==> config.mk <==
export PLATFORM = sky130hd
export DESIGN_NAME = wb_cmd_master
export DESIGN_NICKNAME = d
export VERILOG_FILES = /design/src/rtl/wb_cmd_master.sv
export SDC_FILE = /design/constraint.sdc
export NUM_CORES = 1
export LEC_CHECK = 0
export CAP_MARGIN = 25
export CORE_UTILIZATION = 31
export CTS_CLUSTER_SIZE = 16
export DETAILED_ROUTE_END_ITERATION = 12
export PLACE_DENSITY_LB_ADDON = 0.08
export REMOVE_ABC_BUFFERS = 1
export SKIP_LAST_GASP = 1
export SLEW_MARGIN = 10
export SYNTH_ARGS = -nofsm -noshare
export SYNTH_HDL_FRONTEND = slang
export SYNTH_SLANG_ARGS = --single-unit
==> constraint.sdc <==
create_clock -name WB_CLK -period 5.8 [get_ports WB_CLK]
set_clock_uncertainty 0.15 [all_clocks]
set_input_delay 1.16 -clock WB_CLK [delete_from_list [all_inputs] [get_ports WB_CLK]]
set_output_delay 1.16 -clock WB_CLK [all_outputs]
set_load 0.005 [all_outputs]
==> src/rtl/wb_cmd_master.sv <==
// -----------------------------------------------------------------------------
// wb_cmd_master
// Turns one command at a time into a single Wishbone classic cycle and returns
// a response (read data or zero, plus a timeout error flag). A command is
// accepted in IDLE, driven on the bus in BUS until ACK or timeout, and held in
// RESP until the consumer takes it. Every output comes straight from a flop.
//
// Ports
//   WB_CLK, WB_RSTn          clock (rising edge) / async active-low reset
//   CMD_VALID_i/CMD_READY_o  command handshake
//   CMD_WE_i, CMD_ADR_i, CMD_BYTE_STB_i, CMD_WR_DAT_i   command fields
//   RSP_VALID_o/RSP_READY_i  response handshake
//   RSP_RD_DAT_o, RSP_ERR_o  response data and timeout flag
//   WBs_ADR, WBs_CYC, WBs_STB, WBs_WE, WBs_RD, WBs_BYTE_STB, WBs_WR_DAT
//                            Wishbone initiator outputs
//   WBs_RD_DAT, WBs_ACK      Wishbone client responses
//   BUSY_o                   high whenever the FSM is not in IDLE
// -----------------------------------------------------------------------------
module wb_cmd_master #(
  parameter int ADR_WIDTH      = 17,
  parameter int TIMEOUT_CYCLES = 255
) (
  input  logic                 WB_CLK,
  input  logic                 WB_RSTn,
  input  logic                 CMD_VALID_i,
  output logic                 CMD_READY_o,
  input  logic                 CMD_WE_i,
  input  logic [ADR_WIDTH-1:0] CMD_ADR_i,
  input  logic [3:0]           CMD_BYTE_STB_i,
  input  logic [31:0]          CMD_WR_DAT_i,
  output logic                 RSP_VALID_o,
  input  logic                 RSP_READY_i,
  output logic [31:0]          RSP_RD_DAT_o,
  output logic                 RSP_ERR_o,
  output logic [ADR_WIDTH-1:0] WBs_ADR,
  output logic                 WBs_CYC,
  output logic                 WBs_STB,
  output logic                 WBs_WE,
  output logic                 WBs_RD,
  output logic [3:0]           WBs_BYTE_STB,
  output logic [31:0]          WBs_WR_DAT,
  input  logic [31:0]          WBs_RD_DAT,
  input  logic                 WBs_ACK,
  output logic                 BUSY_o
);

  typedef enum logic [1:0] {IDLE, BUS, RESP} state_e;

  // Last wait-count value before the abort fires; with TIMEOUT_CYCLES=N the
  // bus stays up for exactly N cycles when no ACK arrives.
  localparam logic [15:0] TMO_LAST = 16'(TIMEOUT_CYCLES - 1);

  state_e                 state_q, state_d;
  logic [15:0]            waitCnt_q, waitCnt_d;
  logic                   cmdReady_q, cmdReady_d;
  logic                   busy_q, busy_d;
  logic                   cyc_q, cyc_d;
  logic                   we_q, we_d;
  logic                   rd_q, rd_d;
  logic [ADR_WIDTH-1:0]   adr_q, adr_d;
  logic [3:0]             byteStb_q, byteStb_d;
  logic [31:0]            wrDat_q, wrDat_d;
  logic                   rspValid_q, rspValid_d;
  logic [31:0]            rspDat_q, rspDat_d;
  logic                   rspErr_q, rspErr_d;

  logic accept;
  logic timeoutHit;

  assign accept     = CMD_VALID_i && cmdReady_q;
  assign timeoutHit = (waitCnt_q == TMO_LAST);

  // State and output registers; reset clears everything, including the
  // ready flag, which comes up one cycle after reset release.
  always_ff @(posedge WB_CLK or negedge WB_RSTn) begin
    if (!WB_RSTn) begin
      state_q    <= IDLE;
      waitCnt_q  <= '0;
      cmdReady_q <= 1'b0;
      busy_q     <= 1'b0;
      cyc_q      <= 1'b0;
      we_q       <= 1'b0;
      rd_q       <= 1'b0;
      adr_q      <= '0;
      byteStb_q  <= '0;
      wrDat_q    <= '0;
      rspValid_q <= 1'b0;
      rspDat_q   <= '0;
      rspErr_q   <= 1'b0;
    end else begin
      state_q    <= state_d;
      waitCnt_q  <= waitCnt_d;
      cmdReady_q <= cmdReady_d;
      busy_q     <= busy_d;
      cyc_q      <= cyc_d;
      we_q       <= we_d;
      rd_q       <= rd_d;
      adr_q      <= adr_d;
      byteStb_q  <= byteStb_d;
      wrDat_q    <= wrDat_d;
      rspValid_q <= rspValid_d;
      rspDat_q   <= rspDat_d;
      rspErr_q   <= rspErr_d;
    end
  end

  // Next-state logic. ACK is checked before the timeout so a coincident ACK
  // still completes the transfer successfully.
  always_comb begin
    state_d = state_q;
    unique case (state_q)
      IDLE:    if (accept) state_d = BUS;
      BUS:     if (WBs_ACK || timeoutHit) state_d = RESP;
      RESP:    if (RSP_READY_i) state_d = IDLE;
      default: state_d = IDLE;
    endcase
  end

  // Output/datapath next values, computed one cycle ahead so that every
  // output is a flop.
  always_comb begin
    waitCnt_d  = waitCnt_q;
    cmdReady_d = cmdReady_q;
    busy_d     = busy_q;
    cyc_d      = cyc_q;
    we_d       = we_q;
    rd_d       = rd_q;
    adr_d      = adr_q;
    byteStb_d  = byteStb_q;
    wrDat_d    = wrDat_q;
    rspValid_d = rspValid_q;
    rspDat_d   = rspDat_q;
    rspErr_d   = rspErr_q;
    unique case (state_q)
      IDLE: begin
        cmdReady_d = 1'b1;
        if (accept) begin
          cmdReady_d = 1'b0;
          busy_d     = 1'b1;
          cyc_d      = 1'b1;
          we_d       = CMD_WE_i;
          rd_d       = ~CMD_WE_i;
          adr_d      = CMD_ADR_i;
          byteStb_d  = CMD_BYTE_STB_i;
          wrDat_d    = CMD_WR_DAT_i;
          waitCnt_d  = '0;
        end
      end
      BUS: begin
        if (WBs_ACK || timeoutHit) begin
          cyc_d      = 1'b0;
          we_d       = 1'b0;
          rd_d       = 1'b0;
          rspValid_d = 1'b1;
          rspErr_d   = ~WBs_ACK;
          rspDat_d   = (WBs_ACK && !we_q) ? WBs_RD_DAT : 32'h0;
        end else begin
          waitCnt_d = waitCnt_q + 16'd1;
        end
      end
      RESP: begin
        if (RSP_READY_i) begin
          rspValid_d = 1'b0;
          cmdReady_d = 1'b1;
          busy_d     = 1'b0;
        end
      end
      default: begin
        cmdReady_d = 1'b0;
      end
    endcase
  end

  assign CMD_READY_o  = cmdReady_q;
  assign BUSY_o       = busy_q;
  assign WBs_CYC      = cyc_q;
  assign WBs_STB      = cyc_q;
  assign WBs_WE       = we_q;
  assign WBs_RD       = rd_q;
  assign WBs_ADR      = adr_q;
  assign WBs_BYTE_STB = byteStb_q;
  assign WBs_WR_DAT   = wrDat_q;
  assign RSP_VALID_o  = rspValid_q;
  assign RSP_RD_DAT_o = rspDat_q;
  assign RSP_ERR_o    = rspErr_q;

endmodule

==> summary.md, run 1 <==
| Metric | Value |
|---|---|
| CP Data Arrival Time | 2.89 ns |
| CTS root buf | clkbuf_16 |
| Final worst setup slack | around 3.0 ns |
| Post-synth EDFFs | 0 |
| RSZ-0062 raised after global routing | no |
| RD Place Congestion | 0.735 |
| H-Tree Level Count | 3 |
| Startpoint class of the critical path | primary input |
| P_leak | 3.18 nW |
| Worst-path clk slew | ~0.070 ns |
| WL/cell | 14.8 um |
| CTS tree | built |
| R2r endpoint | RSP_RD_DAT_o[0]$_DFFE_PN0P_ |
| Worst hold start | RSP_RD_DAT_o[21]$_DFFE_PN0P_ |
| First-pass GRT wire length | 20600 um |
| DR DRC count | 0 |
| DP HPWL | 8750 um |
| Post-route antenna net violation count | 0 |
| Site Rows | 43 |
| Commonest non-fill, non-tap cell in the layout | nand2_1 |
| Worst-Margin Slew | about 0.81 ns |
| Hold_buf cts | 0 |
| Synthesized area | 0.00456 mm2 |
| Crit Path Class | in -> reg |
| Worst EP required | 5.91 ns |
| Netlist cell types | 33 |
| Vias in the first global route | roughly 4000 |
| Worst Hold End | RSP_RD_DAT_o[21]$_DFFE_PN0P_ |
| Largest net degree at the start of global routing | 65 |
| Total Wirelength | between 10000 and 15000 um |
| DIE WIDTH | 123 um |
| Bufs on Longest Clock Path | 2 |
| Crit path max fanout | 31 |
| Drt first pass iters | 4 |
| Top_reg_cell synth | dfrtp_1 |
| Hold Fails Final Rpt | 0 |
| Multiplexer area fraction after synthesis | 0% |
| Fin util | between 40 and 50% |
| Routed vias | 3970 |
| Vias per inst | 4.62 |
| Clock sink count | 110 |
| IO Count | around 180 |
| DR iter-0 viols | 235 |
| Synth warnings | 0 |
| Fillers | 1343 |
| Reg2reg path depth | 7 |
| Minimum clock period | 2.78 ns |
| Die area | between 0.015 and 0.02 mm2 |
| Initial antenna violation count | 0 |
| CTS buffer count | 9 |
| Syn Area/Cell | 9.04 um2 |
| Post-Place Worst Slack | between 2 and 3 ns |
| Slew Limit Headroom | 45.8% |
| Clock latency on the worst-skew pair | 0.34 ns |
| Post-synthesis sequential area ratio | 60.3% |
| Crit Reg-Reg Startpoint | waitCnt_q[0]$_DFFE_PN0P_ |
| PD cells | 462 mW/mm2 |
| Post-CTS Setup Inserts | 0 |
| Post-synthesis adder-cell area fraction | 0.548% |
| Cell Chain, Critical Path | clkdlybuf4s50_1, a41oi_4, nand2b_1, buf_4, nand3_1, o21ai_0 |
| Worst VDD drop | 0.000168 V |
| Post-synthesis xor/xnor area fraction | 0% |
| Final number of setup-violating endpoints | 0 |
| Area grow syn2layout | 48.7% |
| Post-Synthesis Cells | 505 |
| Slowest-stage cell, CP | clkdlybuf4s50_1 |
| Starting Density | 32.4% |
| Fraction of layout cells with a size suffix above 1 | 3.98% |
| Status | complete, no violations |
| PostCTS Resize Cnt | 0 |
| Fin crit share | a little under half |
| FF-to-FF setup slack | 3.35 ns |
| Number of synthesized register bits | 110 |
| Gr ovfl total | 0 |
| Hold path depth | 2 |
| Layout net count | around 770 |
| Slew Limit Fails | 0 |
| Commonest non-fill, non-tap cells in the layout | 240 x nand2_1, 182 x clkdlybuf4s50_1, 110 x dfrtp_1 |
| Core area | 0.0141 mm2 |
| Die height | 123 um |
| FFs w/ async S/R, synth | 100% |
| Worst setup EP type | register |
| Max stage delay on crit path | between 0.5 and 0.6 ns |
| Simple-gate share of the synthesized area | 29.6% |
| Max cap viols | 0 |
| Compound-Gate Fraction of Synth Area | 5.73% |
| Main combinational cell family by area after synthesis | simple AND/OR/NAND/NOR gates |
| I/O Buffers | 183 |
| Worst hold path type | reg -> reg |
| Antenna diodes | 0 |
| FMAX | 0.360 GHz |
| Total GRT Usage | 17.5% |
| Final setup TNS | 0 ns |
-- registers in the layout (all words and copies together), names as in the netlist --
| signal | cells |
|---|---|
| RSP_RD_DAT_o | 32 |
| WBs_WR_DAT | 32 |
| WBs_ADR | 17 |
| waitCnt_q | 16 |
| WBs_BYTE_STB | 4 |
| state_q | 2 |
| BUSY_o | 1 |
| CMD_READY_o | 1 |
| RSP_ERR_o | 1 |
| RSP_VALID_o | 1 |
| WBs_CYC | 1 |
| WBs_RD | 1 |
| WBs_WE | 1 |
-- critical path: cells and delay by family --
family / cells / cell delay (ns)
AO/OA/AOI/OAI: 2 / 0.44
buffers and inverters: 2 / 0.88
AND/OR/NAND/NOR: 2 / 0.41
-- cell usage after synthesis, drive strengths merged (2+ instances only) --
| master | instances | area share (%) |
|---|---|---|
| nand4 | 5 | 0.69 |
| a41oi | 3 | 0.99 |
| o31ai | 4 | 0.66 |
| a21oi | 6 | 0.74 |
| nand3 | 44 | 4.8 |
| clkbuf | 12 | 0.99 |
| nor2 | 10 | 0.99 |
| dfrtp | 110 | 60 |
| and2 | 3 | 0.41 |
| inv | 4 | 0.33 |
| o21ai | 25 | 2.7 |
| nand2 | 240 | 20 |
| ha | 2 | 0.55 |
| nand2b | 3 | 0.41 |
| and4 | 2 | 0.38 |
| or4 | 3 | 0.49 |
| and3 | 2 | 0.27 |
| buf | 17 | 2.5 |
| a31oi | 2 | 0.27 |
-- routing by layer --
metal	vias to the layer above	track usage, %	part of all wire (%)
met5	-	0	0
met4	0	6.10	1.1
met3	10	5.30	8.4
met2	131	28.0	48
met1	1861	22.5	43
li1	1968	-	-
-- metrics by stage --
| step | hold slack, ns | instances | instance area (um2) | total power [W] |
|---|---|---|---|---|
| final | 0.314 | 859 | 6790 | 0.00313 |
| after floorplan | 0.313 | 476 | 4410 | 0.00172 |
| after detailed placement | 0.309 | 844 | 6520 | 0.00260 |
| after global placement | 0.300 | 843 | 6500 | 0.00256 |
| after global routing | 0.341 | 859 | 6790 | 0.00339 |
| after CTS | 0.322 | 859 | 6790 | 0.00319 |
-- where the power goes --
group / total [W] / switching (W) / internal [W]
clock network: 0.000578 / 0.000274 / 0.000304
logic: 0.00130 / 0.000585 / 0.000713
registers: 0.00126 / 0.000181 / 0.00108
-- cell type report --
cell class	instances	area, um2	area share [%]
flip-flops and latches	110	2750	40.6
repair buffers	188	1880	27.7
clock buffers	13	250	3.69
well taps	180	225	3.32
inverters	4	15.0	0.221
clock inverters	2	17.5	0.258
multi-input cells	362	1650	24.3
-- worst max path at each step --
| stage | slack [ns] | from | to | depth (start not counted) |
|---|---|---|---|---|
| finish | 3.02 | WBs_ACK | WBs_RD$_DFFE_PN0P_ | 6 |
| global route | 2.91 | WBs_ACK | WBs_RD$_DFFE_PN0P_ | 6 |
| CTS | 3.03 | CMD_VALID_i | waitCnt_q[9]$_DFFE_PN0P_ | 5 |
| detailed placement | 2.65 | CMD_VALID_i | waitCnt_q[9]$_DFFE_PN0P_ | 5 |
| global placement | 2.22 | CMD_VALID_i | waitCnt_q[6]$_DFFE_PN0P_ | 5 |
| floorplan | 2.64 | CMD_VALID_i | waitCnt_q[6]$_DFFE_PN0P_ | 4 |
-- kinds of logic after synthesis --
group | Yosys count
buffers and inverters | 33
AO/OA/AOI/OAI | 42
adder cells (fa/ha/maj) | 2
flip-flops | 110
AND/OR/NAND/NOR | 318
No activity file was read; power rests on OpenSTA's default activity.
==> run 2, diff against run 1 <==
==> constraint.sdc (replaced) <==
create_clock -name WB_CLK -period 2.26 [get_ports WB_CLK]
set_clock_uncertainty 0.15 [all_clocks]
set_input_delay 0.452 -clock WB_CLK [delete_from_list [all_inputs] [get_ports WB_CLK]]
set_output_delay 0.452 -clock WB_CLK [all_outputs]
set_load 0.005 [all_outputs]
==> summary.md, run 2 (same netlist as run 1, synthesis figures left out) <==
| Metric | Value |
|---|---|
| Part of the power in the clock network | 19.2% (+0.8 points) |
| Fillers | 1329 (-1.0%) |
| NetSw | 0.00271 W (+160%) |
| Starting Density | 32.4% (unchanged) |
| PD cells | 1190 mW/mm2 (+160%) |
| Post-CTS Setup Inserts | 0 (unchanged) |
| Fin util | 49.4% (+1.2 points) |
| Placed cell count | 853 (+1.1%) |
| Worst EP required | 2.37 ns (-3.54 ns) |
| Die area | 0.0152 mm2 (unchanged) |
| Post-route antenna net violation count | 0 (unchanged) |
| Layout net count | 779 (+1.4%) |
| Crit Path Class | reg -> reg |
| Reg2reg path depth | 6 (-1) |
| Site Rows | 43 (unchanged) |
| CP Data Arrival Time | 2.28 ns (-0.61 ns) |
| Total Wirelength | 12800 um (+0.87%) |
| CTS root buf | clkbuf_16 |
| Final Instance Count excl. Fillers | 870 (+1.3%) |
| Worst VDD drop | 0.000437 V (+160%) |
| DR DRC count | 0 (unchanged) |
| I/O Buffers | 183 (unchanged) |
| Cell Chain, Critical Path | ha_1, nor4b_2, a41oi_4, nor2_1, or4_1, o211ai_1 |
| DIE WIDTH | 123 um (unchanged) |
| Worst Hold End | RSP_RD_DAT_o[28]$_DFFE_PN0P_ |
| DR iter-0 viols | 139 (-41%) |
| IO Count | 184 (unchanged) |
| Multi-input logic area | 0.00166 mm2 (+0.68%) |
| Crit path max fanout | 7 (-77%) |
| Die height | 123 um (unchanged) |
| Core area | 0.0141 mm2 (unchanged) |
| Clock sink count | 110 (unchanged) |
| DP HPWL | 8870 um (+1.4%) |
| Antenna diodes | 0 (unchanged) |
| Worst hold path type | reg -> reg |
| Hold Fails Final Rpt | 0 (unchanged) |
| Routed vias | 4060 (+2.3%) |
| Fraction of layout cells with a size suffix above 1 | 5.51% (+1.5 points) |
| Post-DP Area | 0.00665 mm2 (+2.0%) |
| Clock latency on the worst-skew pair | 0.35 ns (about the same) |
| Final worst setup slack | 0.0881 ns (-2.93 ns) |
| Startpoint class of the critical path | register |
| P_leak | 3.27 nW (+2.7%) |
| Worst-Margin Slew | 0.479 ns (-0.335 ns) |
| Commonest non-fill, non-tap cells in the layout | 240 x nand2_1, 182 x clkdlybuf4s50_1, 110 x dfrtp_1 |
| Bufs on Longest Clock Path | 2 (unchanged) |
| Worst setup EP type | register |
| Post-Place Worst Slack | -0.0428 ns (-2.69 ns) |
| Max cap viols | 0 (unchanged) |
| Vias per inst | 4.67 (+0.97%) |
| Slowest-stage cell, CP | or4_1 |
| CTS buffer count | 9 (unchanged) |
| RD Place Congestion | 0.759 (+3.3%) |
| Max stage delay on crit path | 0.49 ns (-0.02 ns) |
| Commonest non-fill, non-tap cell in the layout | nand2_1 |
| P_int | 0.00559 W (+170%) |
| Reg area | 0.00275 mm2 (unchanged) |
| Slew Limit Headroom | 68.0% (+22 points) |
| Design Area, Final | 0.00696 mm2 (+2.6%) |
| Final number of setup-violating endpoints | 0 (unchanged) |
| Slew Limit Fails | 0 (unchanged) |
| Crit Reg-Reg Startpoint | waitCnt_q[1]$_DFFE_PN0P_ |
| WL/cell | 14.7 um (-0.41%) |
| Initial antenna violation count | 0 (unchanged) |
| FF-to-FF setup slack | 0.09 ns (-3.26 ns) |
| Vias in the first global route | 3928 (-1.0%) |
| Sequential fraction of design power | 38.9% (-1.2 points) |
| Comb pwr share | 41.9% (+0.5 points) |
| Worst-path clk slew | 0.07 ns (about the same) |
| H-Tree Level Count | 3 (unchanged) |
| Hold path depth | 2 (unchanged) |
| Minimum clock period | 2.17 ns |
| FMAX | 0.460 GHz |
| First-pass GRT wire length | 19900 um (-3.2%) |
| Gr ovfl total | 0 (unchanged) |
| R2r endpoint | waitCnt_q[6]$_DFFE_PN0P_ |
| Area grow syn2layout | 52.5% |
| Status | complete, no violations |
| Largest net degree at the start of global routing | 54 (-17%) |
| Worst hold start | RSP_RD_DAT_o[28]$_DFFE_PN0P_ |
| Drt first pass iters | 4 (unchanged) |
| Total GRT Usage | 17.1% (-0.45 points) |
| Fin crit share | 96.1% |
| Sw frac | 32.7% (-0.49 points) |
| CTS tree | built |
==> run 2: cell count changes in the layout (fill, tap and decap cells not counted) <==
| cell | delta |
|---|---|
| buf_12 | +5 |
| buf_4 | +4 |
| bufinv_16 | +1 |
| clkbuf_1 | -1 |
| clkinv_2 | +1 |
| clkinv_4 | -1 |
| dlygate4sd3_1 | +1 |
| nor2_4 | +1 |
==> run 2: area by class of cell <==
type,count,area share [%]
Timing Repair Buffer,198,29.0
Tap cell,180,3.24
Inverter,4,0.216
Multi-Input combinational cell,363,23.8
Clock buffer,12,3.54
Clock inverter,3,0.629
Sequential cell,110,39.5
==> run 2: worst max-delay path by stage <==
stage	startpoint	to	slack [ns]	cells after the start
5_1_grt	waitCnt_q[1]$_DFFE_PN0P_	waitCnt_q[12]$_DFFE_PN0P_	-0.004	6
3_3_place_gp	WBs_ACK	WBs_WE$_DFFE_PN0P_	0.02	4
4_1_cts	waitCnt_q[0]$_DFFE_PN0P_	RSP_RD_DAT_o[15]$_DFFE_PN0P_	-0.03	7
6_report	waitCnt_q[1]$_DFFE_PN0P_	waitCnt_q[6]$_DFFE_PN0P_	0.09	6
3_5_place_dp	WBs_ACK	RSP_RD_DAT_o[15]$_DFFE_PN0P_	-0.04	5
2_1_floorplan	state_q[0]$_DFFE_PN0P_	waitCnt_q[6]$_DFFE_PN0P_	-0.30	5
==> run 2: worst max-delay path: cells and delay by family, from the launching register on <==
kind                       cells  cell delay, ns
and+or+nand+nor                3            0.81
AOI/OAI and AO/OA              2            0.48
DFF                            1            0.43
adders and majority gates      1            0.21
==> run 2: power groups by stage <==
stage	sequential [W]	combinational [W]	clock [W]
finish	0.00323	0.00347	0.00160
global route	0.00334	0.00387	0.00175
CTS	0.00324	0.00352	0.00166
detailed placement	0.00325	0.00352	0
global placement	0.00323	0.00347	0
floorplan	0.00329	0.00113	0
==> run 2: through the flow <==
stage	total power, W	hold slack [ns]	TNS [ns]
finish	0.00830	0.318	0
global route	0.00896	0.344	-0.00376
CTS	0.00842	0.324	-0.115
detailed placement	0.00677	0.241	-0.184
global placement	0.00670	0.233	0
floorplan	0.00442	0.00641	-2.39
==> run 2: metal layers <==
metal  global-route usage, %  routed length, um
met5                       0                  0
met3                    5.72               1120
met4                    7.15                216
met1                    21.8               5620
met2                    26.4               5870
==> run 2: what timing repair did <==
action,in CTS,in global routing
setup endpoints to repair,12,34
endpoints found under the hold margin,20,0
hold buffers,1,0
gates resized for setup,0,1
cloned,0,1
